**src/rtl/uart_ack_tx.sv**
```systemverilog
// uart_ack_tx: 8N1 serial transmitter that returns a 6-byte status frame
// {HDR0, HDR1, func_code, status, seq, checksum} for every accepted
// command packet. A one-deep pending buffer absorbs one request that
// arrives while a frame is in flight. Any further request is dropped and
// flagged on the sticky ovf output.
module uart_ack_tx #(
  parameter int         CLK_FREQ = 50000000,
  parameter int         UART_BPS = 115200,
  parameter logic [7:0] HDR0     = 8'h55,
  parameter logic [7:0] HDR1     = 8'hAA
) (
  input  logic       sys_clk,
  input  logic       sys_rst,
  input  logic       pack_done,
  input  logic [7:0] func_code,
  input  logic [7:0] status,
  output logic       uart_txd,
  output logic       tx_busy,
  output logic       tx_done,
  output logic       ovf
);

  localparam int              BPS_CNT = CLK_FREQ / UART_BPS;
  localparam int              CNT_W   = (BPS_CNT > 1) ? $clog2(BPS_CNT) : 1;
  localparam logic [CNT_W-1:0] CNT_MAX = CNT_W'(BPS_CNT - 1);

  typedef enum logic [2:0] {
    IDLE  = 3'd0,
    START = 3'd1,
    DATA  = 3'd2,
    STOP  = 3'd3,
    DONE  = 3'd4
  } state_t;

  // Frame checksum: plain modulo-256 sum of the five preceding bytes.
  function automatic logic [7:0] frame_sum(input logic [7:0] fc,
                                           input logic [7:0] st,
                                           input logic [7:0] sq);
    return HDR0 + HDR1 + fc + st + sq;
  endfunction

  state_t           state_r, state_d;
  logic [CNT_W-1:0] cnt_r, cnt_d;
  logic [2:0]       bit_r, bit_d;
  logic [2:0]       byte_r, byte_d;
  logic [7:0]       seq_r, seq_d;
  logic             txd_r, txd_d;
  logic             busy_r, busy_d;
  logic             done_r, done_d;
  logic             pend_r, pend_d;
  logic             ovf_r;

  logic [7:0]       fc_r, st_r, csum_r;
  logic [7:0]       pend_fc_r, pend_st_r;
  logic [7:0]       cur_byte;
  logic [2:0]       bit_nxt;
  logic             bit_end;
  logic             load_new, load_pend;
  logic             to_pend, drop;

  assign bit_end = (cnt_r == CNT_MAX);
  assign bit_nxt = bit_r + 3'd1;

  // A request while the pending slot is full is lost; a request while the
  // shifter is occupied (any state but IDLE, DONE included) is parked.
  assign drop    = pack_done & pend_r;
  assign to_pend = pack_done & ~pend_r & (state_r != IDLE);

  // Select the byte currently being shifted out.
  always_comb begin
    cur_byte = 8'hFF;
    case (byte_r)
      3'd0:    cur_byte = HDR0;
      3'd1:    cur_byte = HDR1;
      3'd2:    cur_byte = fc_r;
      3'd3:    cur_byte = st_r;
      3'd4:    cur_byte = seq_r;
      3'd5:    cur_byte = csum_r;
      default: cur_byte = 8'hFF;
    endcase
  end

  // Next-state logic; serial line, busy and done are registered from here.
  always_comb begin
    state_d   = state_r;
    cnt_d     = cnt_r;
    bit_d     = bit_r;
    byte_d    = byte_r;
    seq_d     = seq_r;
    txd_d     = txd_r;
    busy_d    = busy_r;
    done_d    = 1'b0;
    load_new  = 1'b0;
    load_pend = 1'b0;
    case (state_r)
      IDLE: begin
        txd_d  = 1'b1;
        busy_d = 1'b0;
        if (pend_r || pack_done) begin
          load_pend = pend_r;
          load_new  = ~pend_r;
          state_d   = START;
          cnt_d     = '0;
          byte_d    = 3'd0;
          txd_d     = 1'b0;
          busy_d    = 1'b1;
        end
      end
      START: begin
        if (bit_end) begin
          state_d = DATA;
          cnt_d   = '0;
          bit_d   = 3'd0;
          txd_d   = cur_byte[0];
        end else begin
          cnt_d = cnt_r + CNT_W'(1);
        end
      end
      DATA: begin
        if (bit_end) begin
          cnt_d = '0;
          if (bit_r == 3'd7) begin
            state_d = STOP;
            txd_d   = 1'b1;
          end else begin
            bit_d = bit_nxt;
            txd_d = cur_byte[bit_nxt];
          end
        end else begin
          cnt_d = cnt_r + CNT_W'(1);
        end
      end
      STOP: begin
        if (bit_end) begin
          cnt_d = '0;
          if (byte_r == 3'd5) begin
            state_d = DONE;
            txd_d   = 1'b1;
            busy_d  = 1'b0;
            done_d  = 1'b1;
          end else begin
            state_d = START;
            byte_d  = byte_r + 3'd1;
            txd_d   = 1'b0;
          end
        end else begin
          cnt_d = cnt_r + CNT_W'(1);
        end
      end
      DONE: begin
        seq_d = seq_r + 8'd1;
        if (pend_r) begin
          load_pend = 1'b1;
          state_d   = START;
          cnt_d     = '0;
          byte_d    = 3'd0;
          txd_d     = 1'b0;
          busy_d    = 1'b1;
        end else begin
          state_d = IDLE;
        end
      end
      default: begin
        state_d = IDLE;
        txd_d   = 1'b1;
        busy_d  = 1'b0;
      end
    endcase

    if (to_pend)
      pend_d = 1'b1;
    else if (load_pend)
      pend_d = 1'b0;
    else
      pend_d = pend_r;
  end

  // Control state register; a reset aborts any frame in flight.
  always_ff @(posedge sys_clk) begin
    if (sys_rst) begin
      state_r <= IDLE;
      cnt_r   <= '0;
      bit_r   <= 3'd0;
      byte_r  <= 3'd0;
      seq_r   <= 8'd0;
      txd_r   <= 1'b1;
      busy_r  <= 1'b0;
      done_r  <= 1'b0;
      pend_r  <= 1'b0;
      ovf_r   <= 1'b0;
    end else begin
      state_r <= state_d;
      cnt_r   <= cnt_d;
      bit_r   <= bit_d;
      byte_r  <= byte_d;
      seq_r   <= seq_d;
      txd_r   <= txd_d;
      busy_r  <= busy_d;
      done_r  <= done_d;
      pend_r  <= pend_d;
      ovf_r   <= ovf_r | drop;
    end
  end

  // Frame payload and pending buffer; the checksum uses the sequence value
  // the frame will carry, which is already incremented when loaded in DONE.
  always_ff @(posedge sys_clk) begin
    if (load_new) begin
      fc_r   <= func_code;
      st_r   <= status;
      csum_r <= frame_sum(func_code, status, seq_d);
    end else if (load_pend) begin
      fc_r   <= pend_fc_r;
      st_r   <= pend_st_r;
      csum_r <= frame_sum(pend_fc_r, pend_st_r, seq_d);
    end
    if (to_pend) begin
      pend_fc_r <= func_code;
      pend_st_r <= status;
    end
  end

  assign uart_txd = txd_r;
  assign tx_busy  = busy_r;
  assign tx_done  = done_r;
  assign ovf      = ovf_r;

endmodule

```
**config.mk**
```make
export PLATFORM = sky130hd
export DESIGN_NAME = uart_ack_tx
export DESIGN_NICKNAME = d
export VERILOG_FILES = /design/src/rtl/uart_ack_tx.sv
export SDC_FILE = /design/constraint.sdc
export NUM_CORES = 1
export LEC_CHECK = 0
export CAP_MARGIN = 10
export CORE_MARGIN = 1
export CORE_UTILIZATION = 42
export CTS_CLUSTER_DIAMETER = 100
export DETAILED_ROUTE_END_ITERATION = 7
export PLACE_DENSITY = 0.55
export REMOVE_ABC_BUFFERS = 1
export SKIP_LAST_GASP = 1
export SLEW_MARGIN = 30
export SYNTH_ARGS = -nofsm -noshare
export SYNTH_HDL_FRONTEND = slang
export SYNTH_SLANG_ARGS = --single-unit
```
**constraint.sdc**
```tcl
create_clock -name sys_clk -period 5.57 [get_ports sys_clk]
set_input_delay 1.114 -clock sys_clk [delete_from_list [all_inputs] [get_ports sys_clk]]
set_output_delay 1.114 -clock sys_clk [all_outputs]
set_load 0.03 [all_outputs]
```
## After elaboration in Yosys (flattened, before gate mapping)

Cells that the tools add are included.

| word-level totals | value |
|---|---|
| input port bits | 19 |
| logic and storage cells | 123 |
| register bits after elaboration | 71 |

| cells by class | value |
|---|---|
| $lt $le $gt $ge | 1 |
| reductions and logical operators | 18 |
| $add $sub $neg | 10 |
| equality and inequality tests | 20 |
| mux-type cells | 51 |
| bitwise operators | 8 |

Operators by type and width:

| cell | number |
|---|---|
| 8-bit two-way mux | 7 |
| 8-bit one-hot mux with 6 select lines | 1 |
| 3-bit two-way mux | 13 |
| 8-bit adder | 4 |
| 9-bit two-way mux | 3 |
| 9-bit one-hot mux with 3 select lines | 1 |
| 1-bit two-way mux | 19 |
| 2-bit != test, second input constant | 9 |
| 8-bit adder, first input constant | 2 |
| 3-bit one-hot mux with 5 select lines | 1 |
| 3-bit by 2-bit equality test with 1-bit output, second input constant | 4 |
| 3-bit equality test, second input constant | 4 |
| 4-bit AND reduction | 3 |
| 5-bit AND reduction | 2 |
| 9-bit by 1-bit adder with 9-bit output, second input constant | 1 |
| 9-bit equality test, second input constant | 1 |
| 3-bit one-hot mux with 3 select lines | 1 |
| 3-bit nonzero test | 3 |
| 8-bit by 1-bit adder with 8-bit output, second input constant | 1 |
| 3-bit by 1-bit adder with 3-bit output, second input constant | 2 |
| 3-bit by 1-bit equality test with 1-bit output, second input constant | 2 |
| 3-bit zero test | 2 |
| 3-bit one-hot mux with 2 select lines | 1 |
| 2-bit nonzero test | 3 |
| 12 further kinds | 18 |

## Depth between registers and ports, before layout

Gate-level depths: netlist of run 1.

| logic depth | value |
|---|---|
| depth in word-level cells | 7 |
| mapped depth | 14 |
| gate-level depth less buffers | 14 |

## Worst setup path after synthesis of run 1

No wires, ideal clock.

| path | value |
|---|---|
| path kind | input to register |
| start point | input port func_code[1] |
| end point | register csum_r[7] (data pin) |
| arrival time | 3237 ps |
| path buffers | 0 |
| stages on the path | 13 |
| library setup time | 262 ps |
| data required time | 5308 ps |
| setup slack | 2072 ps |
| cells stage by stage | inv_1 -> ha_1 -> fa_1 -> inv_1 -> ha_1 -> inv_1 -> fa_1 -> nor2b_1 -> o31a_1 -> o22ai_1 -> xnor2_1 -> mux2i_1 -> xnor2_1 |

| on the way | value |
|---|---|
| longest elaborated chain between the ends | 4 |

Ends and longest elaborated chain:

| item | line | RTL |
|---|---|---|
| start, declared | 15 | `input logic [7:0] func_code,` |
| 8-bit adder (3 in series) | 39 | `return HDR0 + HDR1 + fc + st + sq;` |
| 8-bit two-way mux | 208 | `if (load_new) begin` |
| end signal, assigned | 211 | `csum_r <= frame_sum(func_code, status, seq_d);` |
| end signal, assigned | 215 | `csum_r <= frame_sum(pend_fc_r, pend_st_r, seq_d);` |
| end, declared | 53 | `logic [7:0] fc_r, st_r, csum_r;` |

Every way passes these cells.
A chain may end at the register's enable or synchronous reset.

## Final worst setup path of run 1

| path | value |
|---|---|
| start point | register state_r[2] |
| end point | register csum_r[7] (data pin) |

| on the way | value |
|---|---|
| longest elaborated chain between the ends | 5 |
| elaborated cells on any way between the ends | 8 |

Ends and longest elaborated chain:

| item | line | RTL |
|---|---|---|
| start, declared | 42 | `state_t state_r, state_d;` |
| start signal, assigned | 192 | `state_r <= state_d;` |
| 3-bit equality test | 95 | `case (state_r)` |
| 8-bit two-way mux | 95 |  |
| 8-bit adder | 39 |  |
| 8-bit two-way mux | 212 | `end else if (load_pend) begin` |
| 8-bit two-way mux * | 208 |  |

Mark *: on every way between the ends. The rest lies on a longest branch, timed or not. The select of a mux whose other input is x is not followed.

==> impl_metrics.env, run 1 <==
export IMPL_die_h_microns=105
export IMPL_fin_util_pct=48.3
export IMPL_tightest_slew_ns=0.640
export IMPL_finalSetupViolations=0
export IMPL_irDropWorstVdd_mv=0.106
export IMPL_vias_per_cell=5.12
export IMPL_dieArea_sq_mm=0.0111
export IMPL_dp_hpwl_microns=6700
export IMPL_rsz0062_at_grt="no"
export IMPL_postCtsHoldBufs=0
export IMPL_drv_cap=0
export IMPL_crit_type="reg2reg"
export IMPL_antenna_found_initial=0
export IMPL_grt_first_pass_wirelength_microns=15500
export IMPL_drc=0
export IMPL_boundaryPins=23
export IMPL_netlist_area_sq_mm=0.00449
export IMPL_synth_edf_count=40
export IMPL_sw_frac_of_total_pct=28.6
export IMPL_pwr_share_clk_pct=29.9
export IMPL_cts_resized_gates=0
export IMPL_p_seq_share_pct=50.5
export IMPL_path_max_fanout=13
export IMPL_min_path_type="reg2reg"
export IMPL_drtAntennaViolNets=0
export IMPL_r2r_end="csum_r[7]$_DFFE_PP_"
export IMPL_combinationalPowerShare_pct=19.6
export IMPL_drive_above_1_share_pct=6.49
export IMPL_drt_total_wl_microns=9080
export IMPL_final_area_sq_mm=0.00499
export IMPL_final_max_slew_viol_count=0
export IMPL_grt_usage_pct=18.4
export IMPL_coreArea_sq_mm=0.0103
export IMPL_required_ns=5.68
export IMPL_hold_slack_ns=0.463
export IMPL_rr_startpoint="state_r[2]$_SDFFE_PP0P_"
export IMPL_postPlaceCellArea_sq_mm=0.00482
export IMPL_cts_htree_levels=3
export IMPL_min_from="bit_r[1]$_SDFFE_PP0P_"
export IMPL_reg2reg_depth=13
export IMPL_netlist_top_cells_area="edfxtp_1, dfxtp_1, ha_1, fa_1, inv_1"
export IMPL_area_delta_synth_final_pct=11.2
export IMPL_asyncSetResetFlopFracSynth_pct=0
export IMPL_num_vias=3146
export IMPL_cp_end_kind="flop"
export IMPL_synth_seq_cells=71
export IMPL_synth_flop_cell="edfxtp_1"
export IMPL_outcome="finished clean"
export IMPL_clkTransAtPathRegs_ns=0.08
export IMPL_drt_iter0_markers=124
export IMPL_ys_seq_area_share_pct=40.6
export IMPL_grt_overflow=0
export IMPL_die_x_microns=105
export IMPL_postSynthCellCount=457
export IMPL_fin_setup_tns_ns=0
export IMPL_hold_violations=0
export IMPL_p_int_mw=0.881
export IMPL_clk_path_buf_depth=2
export IMPL_cts_tree="yes"
export IMPL_diodes=0
export IMPL_yosysTopAreaCell="edfxtp_1"
export IMPL_p_leak_nw=2.05
export IMPL_avgRoutedWirePerCell_microns=14.8
export IMPL_relSlewSlack_pct=57.2
export IMPL_min_period_over_period_pct=73.8
export IMPL_cts_setup_buffers=0
export IMPL_drtPass1Iterations=5
export IMPL_rrSetupSlack_ns=1.46
export IMPL_p_switching_mw=0.353
export IMPL_grt_max_degree=45
export IMPL_clock_sinks=71
export IMPL_ys_types=59
export IMPL_start_util_pct=43.4
export IMPL_fmax_mhz=243
export IMPL_ys_warnings_count=0
export IMPL_rows=37
export IMPL_syn_area_per_cell_sq_um=9.82
export IMPL_hold_end="bit_r[1]$_SDFFE_PP0P_"
export IMPL_gp_congestion=0.813
export IMPL_totalPowerFinal_mw=1.23
export IMPL_crit_path_start_kind="flop"
export IMPL_io_buffers=22
export IMPL_synth_top_area_share_pct=26.8
export IMPL_cts_root_buf="clkbuf_8"
export IMPL_crit_arrival_ns=4.22
export IMPL_p_per_area_mw_per_mm2=247
export IMPL_nNetsFinal=544
export IMPL_holdPathStages=2
export IMPL_post_route_min_period_ns=4.11
export IMPL_numCtsBuffers=9
export IMPL_clock_latency_ns=0.36
export IMPL_skew_ns=0.00784
export IMPL_grt_pass1_vias=3252
## power groups by stage
stage | Combinational [mW] | Sequential [mW] | Clock (mW)
global route | 0.276 | 0.628 | 0.398
CTS | 0.246 | 0.624 | 0.376
finish | 0.242 | 0.623 | 0.369
detailed placement | 0.244 | 0.636 | 0
global placement | 0.243 | 0.636 | 0
floorplan | 0.171 | 0.633 | 0
## flip-flops by register name, summed over array words and instances, names as in the netlist
name / cells
cnt_r: 9
csum_r: 8
fc_r: 8
pend_fc_r: 8
pend_st_r: 8
seq_r: 8
st_r: 8
bit_r: 3
byte_r: 3
state_r: 3
ovf: 1
pend_r: 1
tx_busy: 1
tx_done: 1
uart_txd: 1
## synthesized netlist by cell type, types with 2 or more instances
library cell / n
a211oi_1: 5
o221ai_1: 2
nand3_1: 5
xnor2_1: 15
dfxtp_1: 31
nand3b_1: 2
xor2_1: 19
nor2b_1: 2
nor4b_1: 2
a21o_1: 5
nor3_1: 6
mux2i_1: 5
nand4_1: 6
edfxtp_1: 40
or3_1: 2
nand2_1: 40
inv_1: 62
clkbuf_1: 12
a22oi_1: 4
nor2_1: 37
nand2b_1: 3
a22o_1: 4
buf_2: 7
mux2_2: 4
a221oi_1: 4
o21ai_0: 27
a31oi_1: 3
o21a_1: 2
fa_1: 14
and2_1: 4
a21oi_1: 17
nor3b_1: 2
ha_1: 38
## worst max-delay path: stages (launching register included)
cell and delay (ns):
dfxtp_1 0.60, nor3b_2 0.50, mux2i_1 0.32, ha_1 0.29, fa_1 0.51, inv_1 0.04
ha_1 0.22, fa_1 0.42, a211oi_1 0.27, o21bai_1 0.12, a21oi_1 0.20, xnor2_1 0.14
mux2i_1 0.10, xnor2_1 0.14
## cells by family (layout without fill, tap and decap cells)
kind of cell    after synthesis  in the layout  share of synthesized area (%)
simple gates                121            121                           13.8
compound gates               88             88                           12.9
flops                        71             71                           40.6
buf+inv                      82            103                           7.06
fa+ha+maj                    52             52                           16.8
xor+xnor                     34             34                           6.64
mux                           9              9                           2.12
## layout make-up
cell class	instances	area, sq um
Clock buffer	11	141
Clock inverter	5	25.0
Fill cell	1001	5340
Inverter	62	233
Multi-Input combinational cell	304	2350
Sequential cell	71	1820
Tap cell	136	170
Timing Repair Buffer	25	243
## cells in the final DEF, fill, tap and decap left out, drive strengths merged, types with 11 or more instances in the layout
| cell type | Yosys | final |
|---|---|---|
| o21ai | 28 | 28 |
| clkbuf | 12 | 11 |
| a21oi | 17 | 17 |
| clkdlybuf4s50 | 0 | 22 |
| inv | 62 | 62 |
| dfxtp | 31 | 31 |
| ha | 38 | 38 |
| nand2 | 40 | 40 |
| xnor2 | 15 | 15 |
| nor2 | 37 | 37 |
| edfxtp | 40 | 40 |
| fa | 14 | 14 |
| xor2 | 19 | 19 |
## routing by layer
metal / vias to the layer above / track usage (%) / routed length [microns]
met5: - / 0 / 0
met4: 0 / 9.46 / 210
met3: 17 / 3.46 / 296
met2: 41 / 29.7 / 4250
met1: 1490 / 23.3 / 4330
li1: 1598 / - / -
## worst max-delay path by stage
stage                                        from                   to  slack, ns  cells past startpoint
after CTS                 state_r[2]$_SDFFE_PP0P_  csum_r[7]$_DFFE_PP_       1.49                     13
after detailed placement             func_code[1]  csum_r[7]$_DFFE_PP_       1.36                     14
after global routing      state_r[2]$_SDFFE_PP0P_  csum_r[7]$_DFFE_PP_       1.05                     13
after floorplan           state_r[2]$_SDFFE_PP0P_  csum_r[7]$_DFFE_PP_       1.89                     13
final                     state_r[2]$_SDFFE_PP0P_  csum_r[7]$_DFFE_PP_       1.46                     13
after global placement               func_code[1]  csum_r[7]$_DFFE_PP_       1.44                     14
## through the flow
stage	instances	setup WS [ns]
2_1_floorplan	437	1.89
3_3_place_gp	598	1.44
3_5_place_dp	598	1.36
4_1_cts	614	1.49
5_1_grt	614	1.05
6_report	614	1.46
(Power assumes the default switching activity.)
==> run 2: changes to the inputs <==
--- a/config.mk
+++ b/config.mk
@@ -10,7 +10,7 @@
 export CORE_UTILIZATION = 42
 export CTS_CLUSTER_DIAMETER = 100
 export DETAILED_ROUTE_END_ITERATION = 7
-export PLACE_DENSITY = 0.55
+export PLACE_DENSITY = 0.57
 export REMOVE_ABC_BUFFERS = 1
 export SKIP_LAST_GASP = 1
 export SLEW_MARGIN = 30
==> constraint.sdc (replaced) <==
create_clock -name sys_clk -period 3.7 [get_ports sys_clk]
set_input_delay 0.74 -clock sys_clk [delete_from_list [all_inputs] [get_ports sys_clk]]
set_output_delay 0.74 -clock sys_clk [all_outputs]
set_load 0.03 [all_outputs]
==> run 2 against run 1 <==
  * Die area unchanged
  * Clock power rose by 85%
  * Clock skew increased by 0.0026 ns
  * Core utilization increased by 2.4 points
  * Largest cell class unchanged
  * Maximum frequency grew 16%
  * Via count grew 3.3%
==> impl_metrics.env, run 2 (synthesis gave the netlist of run 1 again) <==
export IMPL_outcome="finished clean"
export IMPL_post_route_min_period_ns=3.53
export IMPL_largest_register_ff_count=9
export IMPL_crit_start="state_r[1]$_SDFFE_PP0P_"
export IMPL_dieArea_sq_mm=0.0111
export IMPL_grt_usage_pct=18.8
export IMPL_required_ns=3.82
export IMPL_cts_root_buf="clkbuf_8"
export IMPL_grt_overflow=0
export IMPL_skew_ns=0.0105
export IMPL_register_area_sq_mm=0.00182
export IMPL_hold_violations=0
export IMPL_antenna_found_initial=0
export IMPL_min_path_type="reg2reg"
export IMPL_coreArea_sq_mm=0.0103
export IMPL_cts_htree_levels=3
export IMPL_endpoint="csum_r[7]$_DFFE_PP_"
export IMPL_crit_path_top_delay_cell="fa_1"
export IMPL_drc=0
export IMPL_dp_cells=623
export IMPL_gp_congestion=0.771
export IMPL_drt_total_wl_microns=9260
export IMPL_die_h_microns=105
export IMPL_cpPeakStageDelay_ns=0.51
export IMPL_path_buf_inv=2
export IMPL_crit_path_start_kind="flop"
export IMPL_fillCellCount=960
export IMPL_critical_path_depth=14
export IMPL_clk_path_buf_depth=2
export IMPL_drtPass1Iterations=4
export IMPL_clkTransAtPathRegs_ns=0.08
export IMPL_grt_max_degree=46
export IMPL_reg2reg_depth=14
export IMPL_drive_above_1_share_pct=11.9
export IMPL_path_max_fanout=4
export IMPL_finalSetupViolations=0
export IMPL_start_util_pct=43.4
export IMPL_final_cell_mix="inv_1, nand2_1, edfxtp_1"
export IMPL_cts_tree="yes"
export IMPL_rrSetupSlack_ns=0.17
export IMPL_diodes=0
export IMPL_cp_end_kind="flop"
export IMPL_multiInputGateArea_sq_mm=0.00237
export IMPL_totalPowerFinal_mw=2.01
export IMPL_vias_per_cell=5.09
export IMPL_num_vias=3250
export IMPL_die_x_microns=105
export IMPL_irDropWorstVdd_mv=0.143
export IMPL_drt_iter0_markers=124
export IMPL_p_per_area_mw_per_mm2=385
export IMPL_crit_arrival_ns=3.65
export IMPL_fmax_mhz=283
export IMPL_postCtsHoldBufs=0
export IMPL_drtAntennaViolNets=0
export IMPL_crit_chain="nor3b_2 > buf_4 > mux2i_2 > ha_1 > fa_1 > inv_1 > ha_1 > fa_2 > a211oi_2 > o21bai_1 > a21oi_1 > xnor2_1 > mux2i_1 > xnor2_1"
export IMPL_numCtsBuffers=9
export IMPL_dp_hpwl_microns=6820
export IMPL_rr_startpoint="state_r[1]$_SDFFE_PP0P_"
export IMPL_nNetsFinal=569
export IMPL_cts_setup_buffers=0
export IMPL_clock_latency_ns=0.36
export IMPL_grt_first_pass_wirelength_microns=16000
export IMPL_rows=37
export IMPL_p_leak_nw=2.19
export IMPL_top_register="cnt_r"
export IMPL_area_delta_synth_final_pct=16.7
export IMPL_critPathTopFamily="adder cells"
export IMPL_r2r_end="csum_r[7]$_DFFE_PP_"
export IMPL_avgRoutedWirePerCell_microns=14.5
export IMPL_boundaryPins=23
export IMPL_min_period_over_period_pct=95.5
export IMPL_tightest_slew_ns=0.626
export IMPL_io_buffers=22
export IMPL_cts_resized_gates=0
export IMPL_final_cell_count_no_fill=639
export IMPL_final_max_slew_viol_count=0
export IMPL_crit_type="reg2reg"
export IMPL_clock_sinks=71
export IMPL_drv_cap=0
export IMPL_relSlewSlack_pct=58.1
export IMPL_final_common_cell="inv_1"
export IMPL_grt_pass1_vias=3340
==> run 2: tightest hold or removal path: stages (launching register included) <==
cell and delay (ns):
dfxtp_1 0.32, nand2_1 0.05, a21oi_1 0.05
==> run 2: cell type report <==
class	count	share of cell area, %
Multi-Input combinational cell	304	45.2
Clock buffer	9	2.37
Inverter	62	4.45
Tap cell	136	3.25
Sequential cell	71	34.8
Clock inverter	7	1.67
Timing Repair Buffer	50	8.23
==> run 2: worst min-delay path by stage <==
stage                               start               endpoint  slack (ns)  depth (start not counted)
global placement    bit_r[1]$_SDFFE_PP0P_  bit_r[1]$_SDFFE_PP0P_        0.45                          2
detailed placement  bit_r[1]$_SDFFE_PP0P_  bit_r[1]$_SDFFE_PP0P_        0.45                          2
CTS                 bit_r[1]$_SDFFE_PP0P_  bit_r[1]$_SDFFE_PP0P_        0.46                          2
finish              bit_r[1]$_SDFFE_PP0P_  bit_r[1]$_SDFFE_PP0P_        0.46                          2
global route               ovf$_SDFF_PP0_         ovf$_SDFF_PP0_        0.50                          2
floorplan           bit_r[1]$_SDFFE_PP0P_  bit_r[1]$_SDFFE_PP0P_        0.43                          2
==> run 2: through the flow <==
step	setup TNS (ns)	cell area (sq um)	setup WS (ns)	hold WS, ns	util [%]
finish	0	5230	0.168	0.461	50.7
global route	-0.00449	5230	-0.00449	0.495	50.7
CTS	0	5220	0.0484	0.463	50.6
detailed placement	-0.137	5010	-0.137	0.451	48.5
global placement	-0.0599	5010	-0.0599	0.448	48.5
floorplan	0	4400	0.0167	0.430	-
==> run 2: where the power goes <==
| group | switching [mW] | internal [mW] |
|---|---|---|
| logic | 0.216 | 0.184 |
| clock network | 0.308 | 0.373 |
| registers | 0.0238 | 0.909 |
| total | 0.548 | 1.47 |
==> run 2: per-layer routing <==
layer  vias up  track usage [%]  routed length (microns)
met1      1547             24.7                     4590
met2        40             29.9                     4260
met5         -                0                        0
met4         0             8.85                      193
met3        14             3.53                      211
li1       1649                -                        -
